<file path="src/rtl/banco_registradores_pkg.sv">
// Shared defaults and address-width derivation for the register bank.
package banco_pkg;

   localparam int unsigned BANCO_WIDTH = 8;
   localparam int unsigned BANCO_DEPTH = 8;

   function automatic int unsigned calc_aw(input int unsigned depth);
      return $clog2(depth);
   endfunction

endpackage

</file>
<file path="src/rtl/banco_registradores_registrador_n.sv">
// Enabled WIDTH-bit register: async active-low reset, synchronous clear over enable.
module registrador_n #(
   parameter int unsigned WIDTH = 8
) (
   input  logic             clk,
   input  logic             reset,
   input  logic             clear,
   input  logic             enable,
   input  logic [WIDTH-1:0] in,
   output logic [WIDTH-1:0] out
);

   logic [WIDTH-1:0] out_q;
   logic [WIDTH-1:0] out_d;

   always_comb begin
      out_d = out_q;
      if (clear) begin
         out_d = '0;
      end else if (enable) begin
         out_d = in;
      end
   end

   always_ff @(posedge clk or negedge reset) begin
      if (!reset) begin
         out_q <= '0;
      end else begin
         out_q <= out_d;
      end
   end

   assign out = out_q;

endmodule

</file>
<file path="src/rtl/banco_registradores.sv">
// Register bank: one synchronous write port, two combinational read ports,
// optional hardwired-zero entry 0 and optional write-to-read bypass.
module banco_registradores
   import banco_pkg::*;
#(
   parameter int unsigned WIDTH    = BANCO_WIDTH,
   parameter int unsigned DEPTH    = BANCO_DEPTH,
   parameter bit          ZERO_REG = 1'b1,
   parameter bit          BYPASS   = 1'b1,
   localparam int unsigned AW      = calc_aw(DEPTH)
) (
   input  logic             clk,
   input  logic             reset,
   input  logic             clear,
   input  logic             we,
   input  logic [AW-1:0]    waddr,
   input  logic [WIDTH-1:0] wdata,
   input  logic [AW-1:0]    raddr_a,
   output logic [WIDTH-1:0] rdata_a,
   input  logic [AW-1:0]    raddr_b,
   output logic [WIDTH-1:0] rdata_b
);

   logic [DEPTH-1:0][WIDTH-1:0] entry_q;
   logic                        bypass_ok;

   for (genvar i = 0; i < DEPTH; i++) begin : g_entry
      if (ZERO_REG && (i == 0)) begin : g_zero
         assign entry_q[i] = '0;
      end else begin : g_reg
         registrador_n #(
            .WIDTH(WIDTH)
         ) u_reg (
            .clk   (clk),
            .reset (reset),
            .clear (clear),
            .enable(we && (waddr == AW'(i))),
            .in    (wdata),
            .out   (entry_q[i])
         );
      end
   end

   // Zero-register suppression needs no term here: raddr==waddr==0 already reads 0.
   assign bypass_ok = BYPASS && we && !clear;

   always_comb begin
      rdata_a = entry_q[raddr_a];
      if (!reset || (ZERO_REG && (raddr_a == '0))) begin
         rdata_a = '0;
      end else if (bypass_ok && (raddr_a == waddr)) begin
         rdata_a = wdata;
      end
   end

   always_comb begin
      rdata_b = entry_q[raddr_b];
      if (!reset || (ZERO_REG && (raddr_b == '0))) begin
         rdata_b = '0;
      end else if (bypass_ok && (raddr_b == waddr)) begin
         rdata_b = wdata;
      end
   end

endmodule

</file>
<file path="config.mk">
export PLATFORM = sky130hd
export DESIGN_NAME = banco_registradores
export DESIGN_NICKNAME = d
export VERILOG_FILES = /design/src/rtl/banco_registradores_pkg.sv /design/src/rtl/banco_registradores_registrador_n.sv /design/src/rtl/banco_registradores.sv
export SDC_FILE = /design/constraint.sdc
export NUM_CORES = 1
export LEC_CHECK = 0
export ABC_CLOCK_PERIOD_IN_PS = 3500
export BUFFER_PORTS_ARGS = -buffer_cell sky130_fd_sc_hd__buf_2
export CAP_MARGIN = 5
export CORE_MARGIN = 5
export CORE_UTILIZATION = 55
export DETAILED_ROUTE_END_ITERATION = 8
export PLACE_DENSITY = 0.75
export SYNTH_ARGS = -nofsm -noshare
export SYNTH_HDL_FRONTEND = slang
export SYNTH_SLANG_ARGS = --single-unit
</file>
<file path="constraint.sdc">
create_clock -name clk -period 3.5 [get_ports clk]
set_input_delay 0.35 -clock clk [delete_from_list [all_inputs] [get_ports clk]]
set_output_delay 0.35 -clock clk [all_outputs]
set_load 0.01 [all_outputs]
</file>
# After elaboration in Yosys (flattened, before gate mapping)
# Index checks and enable logic that the tools add are counted.
dict set report op_classes {
  n_addsub 0
  mul 0
  div 0
  magnitude_cmp 2
  eq_ne 9
  shift 0
  mux 22
  bitwise 0
  reduce_logical 23
}
# op count
set op_table {}
lappend op_table {{8-bit two-way mux} 20}
lappend op_table {{8-bit binary-select mux with 3-bit select} 2}
lappend op_table {{2-bit nonzero test} 7}
lappend op_table {{3-bit == test (second input constant)} 4}
lappend op_table {{1-bit logical AND} 10}
lappend op_table {{3-bit by 4-bit less-than comparator with 1-bit output (second input constant)} 2}
lappend op_table {{3-bit by 2-bit == test with 1-bit output (second input constant)} 2}
lappend op_table {{3-bit == test} 2}
lappend op_table {{3-bit zero test} 2}
lappend op_table {{3-bit by 1-bit == test with 1-bit output (second input constant)} 1}
lappend op_table {{1-bit zero test} 2}
lappend op_table {{1-bit logical OR} 2}
dict set report word_totals {
  reg_bits 56
  latch_bits 0
  ram_bits 0
  mem_bits_ro 0
  in_bits 21
  out_inout_bits 16
  elab_cells 63
  memories 0
}

# Logic depth before layout (Yosys ltp)
dict set report logic_depth {
  word_depth 5
  mapped_depth 6
}

# Cells and area by module
# Synthesis repeated with hierarchy kept, for this count alone.
dict set report hier_totals {
  hier_cells 326
  area_unflattened_um2 3514.6
}
# module instances cells_each area_per_inst_um2 seq_area_each_um2
set modules_own_cells {}
lappend modules_own_cells {registrador_n 7 26 325.3 200.2}
lappend modules_own_cells {banco_registradores 1 144 1237.4 0.0}

# Worst setup path before layout
# OpenSTA, ideal clock, no wires.
dict set report synth_path {
  path_type {input -> output}
  from {in raddr_a[1]}
  to {out rdata_a[4]}
  arrival_time_ns 1.765
  required_time_ns 3.150
  path_slack_ns 1.385
  path_stages 6
  n_path_buf 2
  path_cell_list {clkbuf_1 > buf_2 > mux2_1 > a221oi_1 > a21oi_1 > a22o_1}
}
dict set report synth_between {
  elab_chain_len 4
  word_cells_on_any_way 8
  cone_classes {eq/ne (1); mux (4); reduce/logical (3)}
}
# item line
set synth_lines {}
lappend synth_lines {{start, declared} banco_registradores.sv:18} ;# input logic [AW-1:0] raddr_a,
lappend synth_lines {{8-bit binary-select mux with 3-bit select / 3-bit == test (equally long branches)} {banco_registradores.sv:48, banco_registradores.sv:51}}
lappend synth_lines {{8-bit two-way mux (implied by the code) / 1-bit logical AND (equally long branches)} {banco_registradores.sv:48, banco_registradores.sv:51}}
lappend synth_lines {{8-bit two-way mux} banco_registradores.sv:51} ;# end else if (bypass_ok && (raddr_a == waddr)) begin
lappend synth_lines {{8-bit two-way mux (*)} banco_registradores.sv:49} ;# if (!reset || (ZERO_REG && (raddr_a == '0))) begin
lappend synth_lines {{end, declared} banco_registradores.sv:19} ;# output logic [WIDTH-1:0] rdata_a,
# Mark *: on every way between the ends. The rest lies on a longest branch, timed or not. The select of a mux whose other input is x is not followed.

# Worst setup path after layout
dict set report layout_path {
  from {in raddr_b[0]}
  to {out rdata_b[3]}
}
dict set report layout_between {
  elab_chain_len 4
  word_cells_on_any_way 8
  cone_classes {eq/ne (1); mux (4); reduce/logical (3)}
}
# item line
set layout_lines {}
lappend layout_lines {{start, declared} banco_registradores.sv:20} ;# input logic [AW-1:0] raddr_b,
lappend layout_lines {{8-bit binary-select mux with 3-bit select / 3-bit == test (equally long branches)} {banco_registradores.sv:57, banco_registradores.sv:60}}
lappend layout_lines {{8-bit two-way mux (implied by the code) / 1-bit logical AND (equally long branches)} {banco_registradores.sv:57, banco_registradores.sv:60}}
lappend layout_lines {{8-bit two-way mux} banco_registradores.sv:60} ;# end else if (bypass_ok && (raddr_b == waddr)) begin
lappend layout_lines {{8-bit two-way mux (*)} banco_registradores.sv:58} ;# if (!reset || (ZERO_REG && (raddr_b == '0))) begin
lappend layout_lines {{end, declared} banco_registradores.sv:21} ;# output logic [WIDTH-1:0] rdata_b
# Marked as above.

==> out/metrics.yaml <==
status: "completed"
wl_per_cell_um: 20.00
synth_common_cells: "nand2_1, a21oi_1, dfrtp_1"
rsz0062_at_grt: "false"
vias_per_cell: 6.342
multi_input_area_um2: 1871
yosysMostFrequentCell: "nand2_1"
syn-instance-count: 396
path_class: "input port to output pin"
synth_cell_types: 33
synth_seq_cells: 56
cts.sinks: 56
ctsResizeCount: 0
dieArea_um2: 7989
crit_required_ns: 3.15
clk_pin_slew_ns: 0.09
grt.busiest_layer: "met2"
pwr-share-seq: 0.552
antenna_found_initial: 0
fillerInstances: 575
wirelength_um: 9701
synth_area_leaders: "dfrtp_1, nand2_1, a21oi_1"
htreeDepth: 2
synth_area_leader_cell: "dfrtp_1"
p_int_mw: 0.8656
grt.met3_usage: 0.03410
cp-end-kind: "output pin"
report.final.hold_viol_count: 0
met2_usage: 0.4146
drtIter0Drc: 245
setup_tns_ns: 0
drv_slew: 0
switching_share: 0.2873
grt_pass1_wl_um: 15520
irDropWorstVdd_mv: 0.1921
synth_warnings: 0
fin_crit_sh: 0.7174
setup_viol_count_final: 0
clockRootBuffer: "clkbuf_8"
syn_area_um2: 3466
gr-total-overflow: 0
fmax_ghz: 0.3983
combPwrFrac: 0.168
slew_headroom: 0.4219
syn_to_final_growth_pct: 6.245
rows: 29
p_per_area_nw_per_um2: 329.9
coreArea_um2: 6241
clockBufferDepth: 2
power_leakage_nw: 1.581
worstMarginPinSlew_ns: 0.8606
track_usage: 0.2576
antenna_cells: 0
yosysSeqAreaShare: 0.4043
cts_buffers: 5
io_pins: 37
crit_path_max_fanout: 18
netlist.area_leader.share: 0.4043
ctsHoldBuffers: 0
hpwl_um: 6741
arrival_ns: 2.16
finalCriticalPeriod_ns: 2.511
seqCellArea_um2: 1401
p_switching_mw: 0.3490
skew_ns: 0
worstSetupStartpointType: "input port"
die_height_um: 89.38
drive_gt1_frac: 0.1397
grtUsageMet1: 0.3535
nNetsFinal: 429
cts_setup_buffers: 0
synth_flop_cell: "dfrtp_1"
drt_first_pass_iters: 5
cap_violations: 0
die_w_um: 89.38
initial_core_util: 0.5553
syn_area_per_cell_um2: 8.752
first_global_vias: 3021
clk_latency_ns: 0.30
ant_nets: 0
port-buffer-count: 36
gp_congestion: 0.8740
vias: 3076
syn-num-nets: 417
synthArstFlopShare: 1.000
largest_reg_flops: 56
cts_tree: "yes"
power.clock.fraction: 0.280
grt_max_degree: 57
finalPower_mw: 1.215
drc: 0
synth_edf_count: 0
hp-class: "input port to asynchronous set/reset pin"
-- through the flow --
stage / setup WS (ns) / instance area (um2) / instances / hold WS (ns) / utilization
floorplan: 1.385 / 3466 / 396 / 0.05441 / -
detailed placement: 1.004 / 3605 / 478 / 0.3613 / 0.5776
global placement: 1.050 / 3605 / 478 / 0.3545 / 0.5776
CTS: 0.9932 / 3682 / 485 / 0.02629 / 0.5900
global route: 0.8471 / 3682 / 485 / 0.05116 / 0.5900
finish: 0.9890 / 3682 / 485 / 0.02160 / 0.5900
-- power by group through the flow --
| stage | combinational, mW | clock, mW | sequential, mW |
|---|---|---|---|
| global route | 0.223 | 0.371 | 0.672 |
| detailed placement | 0.201 | 0 | 0.683 |
| floorplan | 0.140 | 0 | 0.679 |
| finish | 0.204 | 0.340 | 0.670 |
| global placement | 0.197 | 0 | 0.682 |
| CTS | 0.203 | 0.352 | 0.670 |
-- metal layers --
metal  routed length [um]  up-vias  share of wire
met1                 4089     1496           0.42
met2                 4672      145           0.48
li1                     -     1412              -
met5                    0        -              0
met3                  702       23          0.072
met4                  237        0          0.024
-- area by class of cell --
class,instances,area share
clock buffer,6,0.01971
clock inverter,1,0.001359
inverter,9,0.009174
multi-input combinational,297,0.5080
sequential,56,0.3806
tap,77,0.02616
timing repair buffer,39,0.05505
-- path summary, 6_finish.rpt --
kind	depth (start not counted)	endpoint	slack [ns]	from
worst max-delay path	7	rdata_b[3]	0.99	raddr_b[0]
worst min-delay path	1	g_entry[1].g_reg.u_reg.out[4]	0.02	reset
worst max register to register	2	g_entry[4].g_reg.u_reg.out[7]	2.78	g_entry[4].g_reg.u_reg.out[7]
worst min register to register	2	g_entry[5].g_reg.u_reg.out[4]	0.55	g_entry[5].g_reg.u_reg.out[4]
max in group asynchronous	2	g_entry[7].g_reg.u_reg.out[5]	2.58	reset
min in group clk	3	g_entry[5].g_reg.u_reg.out[1]	0.36	wdata[1]
-- cell usage in the layout, fill, tap and decap left out, types with 2 or more instances in the layout --
master    count
clkbuf_8      5
a21oi_1      64
mux2i_1      15
buf_4         3
mux2_1       15
nand3_1       3
xor2_1        6
mux4_2        9
nand2_1     116
buf_2        36
a221oi_1     22
inv_1         9
nor2_1        7
nor2b_1       5
nand2b_1      5
a22o_1       15
and2_1        2
dfrtp_1      56
-- cells by family (layout without fill, tap and decap cells) --
family	after synthesis	after routing	share of synthesized area
mux	39	39	0.1505
compound gates	106	106	0.1968
simple gates	146	146	0.1773
flops	56	56	0.4043
xor+xnor	6	6	0.01516
buf+inv	43	55	0.05595
-- critical path: stages --
cell and delay [ns]:
buf_2 0.41, buf_4 0.30, mux2_1 0.33, a221oi_1 0.29, a221oi_1 0.09, a22o_1 0.23
buf_2 0.14
(Power assumes the default switching activity.)
